$ cat src/rtl/adder_eval_pkg.sv
// Shared types and width helpers for the adder error evaluator.
// Imported by the sequencer top.
package adder_eval_pkg;

    typedef enum logic [1:0] {
        IDLE  = 2'd0,
        RUN   = 2'd1,
        DRAIN = 2'd2,
        DONE  = 2'd3
    } state_e;

    function automatic int sum_w(input int w);
        return w + 1;
    endfunction

    function automatic int cnt_w(input int w);
        return 2 * w + 1;
    endfunction

    function automatic int acc_w(input int w);
        return 3 * w + 1;
    endfunction

endpackage

$ cat src/rtl/adder_err_diff.sv
// Magnitude of the difference between the exact and approximate sums,
// plus a mismatch flag.
module adder_err_diff #(
    parameter int SUM_W = 9
) (
    input  logic [SUM_W-1:0] exact_sum,
    input  logic [SUM_W-1:0] approx_sum,
    output logic [SUM_W-1:0] abs_diff,
    output logic             mismatch
);

    always_comb begin
        if (exact_sum >= approx_sum) begin
            abs_diff = exact_sum - approx_sum;
        end else begin
            abs_diff = approx_sum - exact_sum;
        end
        mismatch = (exact_sum != approx_sum);
    end

endmodule

$ cat src/rtl/adder_err_eval_seq.sv
// Sweeps every operand pair through an exact and an approximate adder
// and accumulates error metrics over a two-stage pipeline.
module adder_err_eval_seq
    import adder_eval_pkg::*;
#(
    parameter int WIDTH = 8,
    parameter int SUM_W = sum_w(WIDTH),
    parameter int CNT_W = cnt_w(WIDTH),
    parameter int ACC_W = acc_w(WIDTH)
) (
    input  logic             clk,
    input  logic             rst_n,
    input  logic             start,
    input  logic             abort,
    output logic [WIDTH-1:0] op_a,
    output logic [WIDTH-1:0] op_b,
    input  logic [SUM_W-1:0] exact_sum,
    input  logic [SUM_W-1:0] approx_sum,
    output logic             busy,
    output logic             done,
    output logic [CNT_W-1:0] err_count,
    output logic [SUM_W-1:0] max_abs_err,
    output logic [ACC_W-1:0] sum_abs_err,
    output logic [WIDTH-1:0] worst_a,
    output logic [WIDTH-1:0] worst_b
);

    localparam int VW = 2 * WIDTH;

    state_e           state_q, state_d;
    logic [VW-1:0]    cnt_q, cnt_d;
    logic [VW-1:0]    op_vec;

    logic             s1_valid_q, s1_valid_d;
    logic             s1_mis_q, s1_mis_d;
    logic [SUM_W-1:0] s1_diff_q, s1_diff_d;
    logic [WIDTH-1:0] s1_a_q, s1_a_d;
    logic [WIDTH-1:0] s1_b_q, s1_b_d;

    logic [CNT_W-1:0] err_q, err_d;
    logic [SUM_W-1:0] max_q, max_d;
    logic [ACC_W-1:0] acc_q, acc_d;
    logic [WIDTH-1:0] wa_q, wa_d;
    logic [WIDTH-1:0] wb_q, wb_d;

    logic [SUM_W-1:0] diff;
    logic             mis;

    assign op_vec = (state_q == RUN) ? cnt_q : '0;
    assign op_a   = op_vec[VW-1:WIDTH];
    assign op_b   = op_vec[WIDTH-1:0];

    assign busy        = (state_q == RUN) || (state_q == DRAIN);
    assign done        = (state_q == DONE);
    assign err_count   = err_q;
    assign max_abs_err = max_q;
    assign sum_abs_err = acc_q;
    assign worst_a     = wa_q;
    assign worst_b     = wb_q;

    adder_err_diff #(
        .SUM_W (SUM_W)
    ) u_diff (
        .exact_sum  (exact_sum),
        .approx_sum (approx_sum),
        .abs_diff   (diff),
        .mismatch   (mis)
    );

    always_comb begin
        state_d    = state_q;
        cnt_d      = cnt_q;
        s1_valid_d = (state_q == RUN) && !abort;
        s1_mis_d   = mis;
        s1_diff_d  = diff;
        s1_a_d     = op_a;
        s1_b_d     = op_b;
        err_d      = err_q;
        max_d      = max_q;
        acc_d      = acc_q;
        wa_d       = wa_q;
        wb_d       = wb_q;

        if (s1_valid_q) begin
            err_d = err_q + CNT_W'(s1_mis_q);
            acc_d = acc_q + ACC_W'(s1_diff_q);
            // strict compare keeps the earliest vector on ties
            if (s1_diff_q > max_q) begin
                max_d = s1_diff_q;
                wa_d  = s1_a_q;
                wb_d  = s1_b_q;
            end
        end

        if (abort) begin
            state_d = IDLE;
            cnt_d   = '0;
        end else begin
            unique case (state_q)
                IDLE, DONE: begin
                    if (start) begin
                        state_d    = RUN;
                        cnt_d      = '0;
                        s1_valid_d = 1'b0;
                        err_d      = '0;
                        max_d      = '0;
                        acc_d      = '0;
                        wa_d       = '0;
                        wb_d       = '0;
                    end
                end
                RUN: begin
                    cnt_d = cnt_q + VW'(1);
                    if (cnt_q == '1) begin
                        state_d = DRAIN;
                    end
                end
                DRAIN: begin
                    state_d = DONE;
                end
                default: begin
                    state_d = IDLE;
                end
            endcase
        end
    end

    always_ff @(posedge clk or negedge rst_n) begin
        if (!rst_n) begin
            state_q    <= IDLE;
            cnt_q      <= '0;
            s1_valid_q <= 1'b0;
            s1_mis_q   <= 1'b0;
            s1_diff_q  <= '0;
            s1_a_q     <= '0;
            s1_b_q     <= '0;
            err_q      <= '0;
            max_q      <= '0;
            acc_q      <= '0;
            wa_q       <= '0;
            wb_q       <= '0;
        end else begin
            state_q    <= state_d;
            cnt_q      <= cnt_d;
            s1_valid_q <= s1_valid_d;
            s1_mis_q   <= s1_mis_d;
            s1_diff_q  <= s1_diff_d;
            s1_a_q     <= s1_a_d;
            s1_b_q     <= s1_b_d;
            err_q      <= err_d;
            max_q      <= max_d;
            acc_q      <= acc_d;
            wa_q       <= wa_d;
            wb_q       <= wb_d;
        end
    end

endmodule

$ cat config.mk
export PLATFORM = sky130hd
export DESIGN_NAME = adder_err_eval_seq
export DESIGN_NICKNAME = d
export VERILOG_FILES = /design/src/rtl/adder_eval_pkg.sv /design/src/rtl/adder_err_diff.sv /design/src/rtl/adder_err_eval_seq.sv
export SDC_FILE = /design/constraint.sdc
export NUM_CORES = 1
export LEC_CHECK = 0
export BUFFER_PORTS_ARGS = -buffer_cell sky130_fd_sc_hd__clkbuf_2
export CELL_PAD_IN_SITES_DETAIL_PLACEMENT = 1
export CELL_PAD_IN_SITES_GLOBAL_PLACEMENT = 1
export CORE_MARGIN = 1
export CORE_UTILIZATION = 39
export DETAILED_ROUTE_END_ITERATION = 7
export GPL_ROUTABILITY_DRIVEN = 0
export MAX_ROUTING_LAYER = met4
export PLACE_DENSITY = 0.86
export SETUP_SLACK_MARGIN = 0.1
export SYNTH_ARGS = -nofsm -noshare
export SYNTH_HDL_FRONTEND = slang
export SYNTH_SLANG_ARGS = --single-unit
$ cat constraint.sdc
create_clock -name clk -period 2.36 [get_ports clk]
set_input_delay 0.472 -clock clk [delete_from_list [all_inputs] [get_ports clk]]
set_output_delay 0.472 -clock clk [all_outputs]
set_load 0.1 [all_outputs]
==> Word level (Yosys, flattened, before mapping) <==
Index checks and enable logic that the tools add are counted.
W data, S select, Z words.
{ "totals": {"input_bits": 22, "reg_bits": 112, "out_inout_bits": 85} }
{ "classes": {"n_addsub": 5, "eq_ne": 7, "magnitude_cmp": 2, "n_mux": 35, "n_reduce_logical": 8} }
{ "op_table": {"columns": ["cell", "count"], "rows": [
  ["$mux W25", 4],
  ["$mux W8", 10],
  ["$mux W17", 4],
  ["$mux W9", 6],
  ["$mux W16", 3],
  ["$pmux W16 S2", 1],
  ["$add A25 B9 Y25", 1],
  ["$sub A9 B9 Y9", 2],
  ["$add A17 B1 Y17", 1],
  ["$add A16 B1 Y16 const B", 1],
  ["$eq A16 B16 Y1 const B", 1],
  ["$ge A9 B9 Y1", 1],
  ["$gt A9 B9 Y1", 1],
  ["$ne A9 B9 Y1", 1],
  ["$mux W2", 3],
  ["$pmux W2 S3", 1],
  ["$eq A2 B2 Y1 const B", 2],
  ["$reduce_and A2 Y1", 2],
  ["$mux W1", 3],
  ["$ne A3 B2 Y1 const B", 1],
  ["$ne A3 B3 Y1 const B", 1],
  ["$reduce_bool A3 Y1", 1],
  ["$eq A2 B1 Y1 const B", 1],
  ["$logic_not A2 Y1", 1],
  ["4 further kinds", 4]
]} }

==> Longest topological paths before layout <==
{ "logic_depth": {"word_depth": 6, "depth_mapped": 10, "mapped_depth_nobuf": 9} }

==> Cells and area by module <==
A second synthesis with hierarchy kept.
{ "hier_totals": {"hier_cells": 674, "area_unflattened_um2": 6508.7} }
{ "by_module_without_submodules": {"columns": ["mod", "area_per_inst_um2", "cells_each", "n_inst"], "rows": [
  ["adder_err_eval_seq", 5634.2, 562, 1],
  ["adder_err_diff", 874.6, 112, 1]
]} }

==> Worst setup path before layout <==
OpenSTA, ideal clock, no wires.
{ "synth_timing": {"kind": "register -> register", "startpoint": "register acc_q[0], in the netlist sum_abs_err[0]", "endpoint": "register acc_q[20], in the netlist sum_abs_err[20]", "arrival_time_ns": 2.823, "setup_slack_ns": -0.536, "setup_ns": 0.073, "t_required_ns": 2.287, "synth_period_minus_slack_ns": 2.896, "stages_incl_launch_ff": 10, "cell_sequence": "dfrtp_1 -> ha_1 -> fa_1 -> a21o_2 -> a21oi_2 -> o21a_1 -> or3_4 -> buf_6 -> or4_4 -> a21oi_2"} }
{ "synth_between": {"elab_chain_len": 5} }
{ "synth_lines": {"columns": ["element", "line_no", "source"], "rows": [
  ["start: declaration", "adder_err_eval_seq.sv:42", "logic [ACC_W-1:0] acc_q, acc_d;"],
  ["start signal: assignment", "adder_err_eval_seq.sv:139", "acc_q <= '0;"],
  ["start signal: assignment", "adder_err_eval_seq.sv:152", "acc_q <= acc_d;"],
  ["$add A25 B9 Y25 (*)", "adder_err_eval_seq.sv:86", "acc_d = acc_q + ACC_W'(s1_diff_q);"],
  ["$mux W25 (*)", "adder_err_eval_seq.sv:84", "if (s1_valid_q) begin"],
  ["$mux W25", "adder_err_eval_seq.sv:101", "if (start) begin"],
  ["$mux W25", "adder_err_eval_seq.sv:99", "unique case (state_q)"],
  ["$mux W25 (*)", "adder_err_eval_seq.sv:95", "if (abort) begin"],
  ["via acc_d[20]", "adder_err_eval_seq.sv:42", null]
]} }
Mark *: on every way through the listed nets, which the timed path passes. The rest lies on a longest branch.
A chain may end at the register's enable or synchronous reset.

==> Worst setup path in the final report <==
{ "layout_timing": {"startpoint": "register max_q[2], in the netlist max_abs_err[2]", "endpoint": "register max_q[5], in the netlist max_abs_err[5]"} }
{ "layout_between": {"elab_chain_len": 6} }
{ "layout_lines": {"columns": ["element", "line_no", "source"], "rows": [
  ["start: declaration", "adder_err_eval_seq.sv:41", "logic [SUM_W-1:0] max_q, max_d;"],
  ["start signal: assignment", "adder_err_eval_seq.sv:151", "max_q <= max_d;"],
  ["$gt A9 B9 Y1 (*)", "adder_err_eval_seq.sv:88", "if (s1_diff_q > max_q) begin"],
  ["$mux W9 (*)", "adder_err_eval_seq.sv:88", null],
  ["$mux W9 (*)", "adder_err_eval_seq.sv:84", null],
  ["$mux W9", "adder_err_eval_seq.sv:101", null],
  ["$mux W9", "adder_err_eval_seq.sv:99", null],
  ["$mux W9 (*)", "adder_err_eval_seq.sv:95", null],
  ["via max_d[5]", "adder_err_eval_seq.sv:41", null]
]} }
Marked as above.

==> results.sh <==
export IMPL_die_area_um2=16410
export IMPL_period_needed_ns=2.436
export IMPL_cts_num_sinks=112
export IMPL_yosysSeqAreaShare=0.4520
export IMPL_synth_xor_area_frac=0.05085
export IMPL_vdd_ir_drop_max_mv=0.9562
export IMPL_row_count=45
export IMPL_drt_wl_total_mm=20.05
export IMPL_whs_ns=0.1240
export IMPL_syn_area_um2=6201
export IMPL_die_w_um=128.1
export IMPL_vias=5613
export IMPL_fmax_ghz=0.4106
export IMPL_port_buffers=106
export IMPL_h_tree_depth=3
export IMPL_rr_worst_depth=10
export IMPL_slowest_delay_ns=0.49
export IMPL_cp_max_fo=5
export IMPL_synthMuxAreaShare=0.02603
export IMPL_yosysTopAreaCell="dfrtp_1"
export IMPL_grt_max_degree=67
export IMPL_clock_root_buffer="clkbuf_16"
export IMPL_clk_path_buf_depth=2
export IMPL_synthAdderAreaFrac=0.09040
export IMPL_multi_input_area_um2=3638
export IMPL_violations="setup timing"
export IMPL_clkLatencyLatePin_ns=0.36
export IMPL_avgSynthCellArea_um2=9.629
export IMPL_crit_required_ns=2.64
export IMPL_ys_top_cells_by_area="dfrtp_1, ha_1, a21oi_1"
export IMPL_drcViolationCount=0
export IMPL_max_cap_violations=0
export IMPL_hpwl_mm=13.79
export IMPL_synth_cell_types=54
export IMPL_fillers=1687
export IMPL_diodes=0
export IMPL_rsz0062_at_grt="yes"
export IMPL_relSlewSlack=0.5913
export IMPL_ant_nets=0
export IMPL_grt_usage=0.2555
export IMPL_grt_pass1_vias=5976
export IMPL_ys_ff_latch=112
export IMPL_hold_class="in2async"
export IMPL_clk_pin_slew_ns=0.08
export IMPL_final_design_area_no_fill_um2=8439
export IMPL_wire_per_inst_um=20.13
export IMPL_place_area_um2=7677
export IMPL_worst_slack_ns=-0.07558
export IMPL_syn_num_nets=709
export IMPL_cp_arrival_ns=2.71
export IMPL_finalPower_mw=8.624
export IMPL_yosysTopAreaCellShare=0.4520
export IMPL_vias_per_cell=5.636
export IMPL_initial_core_util=0.4034
export IMPL_reg2reg_slack_ns=-0.08
export IMPL_core_um2=15370
export IMPL_startpoint="max_abs_err[2]$_DFF_PN0_"
export IMPL_worst_path_max_delay_cell="dfrtp_4"
export IMPL_r2r_start="max_abs_err[2]$_DFF_PN0_"
export IMPL_cp_start_kind="flip-flop"
export IMPL_drv_slew=0
export IMPL_drt_iter0_drc=218
export IMPL_setup_viol=25
export IMPL_path_cells="inv_2 -> ha_4 -> a21o_1 -> a21o_1 -> a221o_1 -> a221oi_4 -> buf_6 -> buf_16 -> o21ai_2 -> a21oi_1"
export IMPL_regArea_um2=2869
export IMPL_static_leakage_power_nw=3.754
export IMPL_tns_ns=-1.203
export IMPL_tritoncts="yes"
export IMPL_drive_gt1_frac=0.3834
export IMPL_synth_top_family_by_area="simple AND/OR/NAND/NOR gates"
export IMPL_firstDrtPassIters=4
export IMPL_numCtsBuffers=9
export IMPL_synth_simple_area_share=0.1808
export IMPL_synth_compound_area_frac=0.1556
export IMPL_cp_common_cell="a21o_1"
export IMPL_syn_inst=644
export IMPL_fin_crit_sh=1.032
export IMPL_area_delta_synth_final_pct=36.10
export IMPL_status="complete, but fails checks"
export IMPL_grt_ovfl_total=0
export IMPL_rr_endpoint="max_abs_err[5]$_DFF_PN0_"
export IMPL_die_h_um=128.1
export IMPL_end_kind="flip-flop"
export IMPL_p_per_area_nw_per_um2=1022
export IMPL_clock_skew_ns=0.009796
export IMPL_setup_worst_path_class="reg2reg"
export IMPL_yosys_warnings=0
export IMPL_pre_cts_ws_ns=-0.06220
export IMPL_grt_pass1_wl_mm=31.56
export IMPL_tightest_slew_ns=0.6130
export IMPL_antenna_found_initial=0
export IMPL_nets=845
export IMPL_num_io_pins=107
export IMPL_hold_viol=0
[worst max-delay path: cells and delay by family, from the launching register on]
kind / cells / cell delay [ns]
buffers and inverters: 3 / 0.40
adder cells (fa/ha/maj): 1 / 0.20
flip-flops: 1 / 0.49
AO/OA/AOI/OAI: 6 / 1.27
[cell type report]
class | instances | share of cell area
clock buffer | 11 | 0.02876
clock inverter | 5 | 0.003706
inverter | 37 | 0.01690
multi-input combinational | 468 | 0.4311
sequential | 112 | 0.3400
tap | 211 | 0.03128
timing repair buffer | 152 | 0.1483
[where the power goes]
group / total, mW / internal (mW) / switching [mW]
clock network: 1.48 / 0.746 / 0.733
registers: 2.45 / 2.17 / 0.282
logic: 4.70 / 1.60 / 3.09
total: 8.62 / 4.51 / 4.11
[Yosys cell counts (all sizes together)]
| master | count |
|---|---|
| nor3b | 2 |
| o211ai | 1 |
| dfrtp | 112 |
| a221oi | 4 |
| mux2i | 15 |
| a221o | 4 |
| a41oi | 1 |
| fa | 3 |
| or4 | 7 |
| a211oi | 3 |
| nand3b | 1 |
| o22ai | 2 |
| nor3 | 5 |
| o2111ai | 1 |
| o31ai | 9 |
| a21oi | 58 |
| o21ai | 48 |
| a311oi | 1 |
| buf | 10 |
| nor4 | 2 |
| a31oi | 7 |
| clkbuf | 18 |
| and2 | 20 |
| inv | 37 |
| and4 | 6 |
| xor2 | 21 |
| xnor2 | 15 |
| nor2b | 4 |
| o2bb2ai | 1 |
| a21o | 12 |
| mux2 | 1 |
| o21a | 2 |
| ha | 40 |
| and3 | 9 |
| nand2b | 8 |
| nand4 | 13 |
| or3 | 10 |
| a2111oi | 2 |
| nand3 | 41 |
| or2 | 2 |
| nor2 | 53 |
| a211o | 1 |
| nand2 | 31 |
| or2b | 1 |
[routing by layer]
metal | share of wire | GRT usage
met2 | 0.52 | 0.4485
met1 | 0.40 | 0.2848
met5 | 0 | -
met3 | 0.047 | 0.05050
met4 | 0.031 | 0.1010
[stage by stage]
stage / cells / util
final: 996 / 0.5490
after global routing: 996 / 0.5490
after CTS: 988 / 0.5377
after detailed placement: 958 / 0.4995
after global placement: 958 / 0.4995
after floorplan: 644 / -
[flip-flops by register name, indices dropped and copies added (netlist names), 2 cells and up]
name / count
worst_b: 8
state_q: 2
s1_b_q: 8
err_count: 17
sum_abs_err: 25
cnt_q: 16
s1_a_q: 8
worst_a: 8
s1_diff_q: 9
max_abs_err: 9
[cells in the final DEF (no fill, tap or decap), types with 3 or more instances in the layout]
master,synthesis,final
and2_1,20,9
and3_1,9,9
nand3_2,1,22
xor2_1,21,21
mux2i_1,15,15
nand4_1,13,13
or3_1,9,9
o21ai_0,47,18
nand2b_1,8,8
a21oi_2,2,12
o31ai_1,9,9
dfrtp_1,112,83
o21ai_1,1,7
clkbuf_16,0,9
buf_4,0,33
nor2_1,53,52
ha_1,40,30
o21ai_2,0,21
and2_2,0,11
nor2b_1,4,4
a21o_1,10,10
xnor2_1,15,15
clkinv_2,0,3
dfrtp_4,0,12
a221o_1,4,4
dfrtp_2,0,17
nor3_1,5,4
clkbuf_2,0,88
nand2_1,31,30
inv_1,37,35
buf_6,3,6
nand3_1,40,19
a21oi_1,55,44
or4_1,6,5
ha_4,0,10
a31oi_1,7,5
and4_1,6,5
buf_12,0,23
[how the worst max path moves through the flow]
stage	endpoint	slack, ns	cells after the start
after CTS	worst_b[5]$_DFF_PN0_	-0.05	11
after floorplan	max_abs_err[5]$_DFF_PN0_	-0.07	10
final	max_abs_err[5]$_DFF_PN0_	-0.08	10
after global routing	worst_b[1]$_DFF_PN0_	-0.15	10
after global placement	s1_diff_q[6]$_DFF_PN0_	0.04	9
after detailed placement	worst_b[7]$_DFF_PN0_	-0.06	8
[timing repair]
action                     CTS  global route
resized for setup           55            36
setup endpoints to repair   53            58
gates cloned                 3             1
hold buffers                 0             0
pin swaps                   39            29
setup buffers               11             8
hold endpoints to repair     0             0
[cells by family after synthesis]
logic type | count (synthesis)
fa+ha+maj | 43
compound gates | 157
flops | 112
xor+xnor | 36
mux | 16
simple gates | 215
buf+inv | 65
Power figures use the tool's default switching activity.
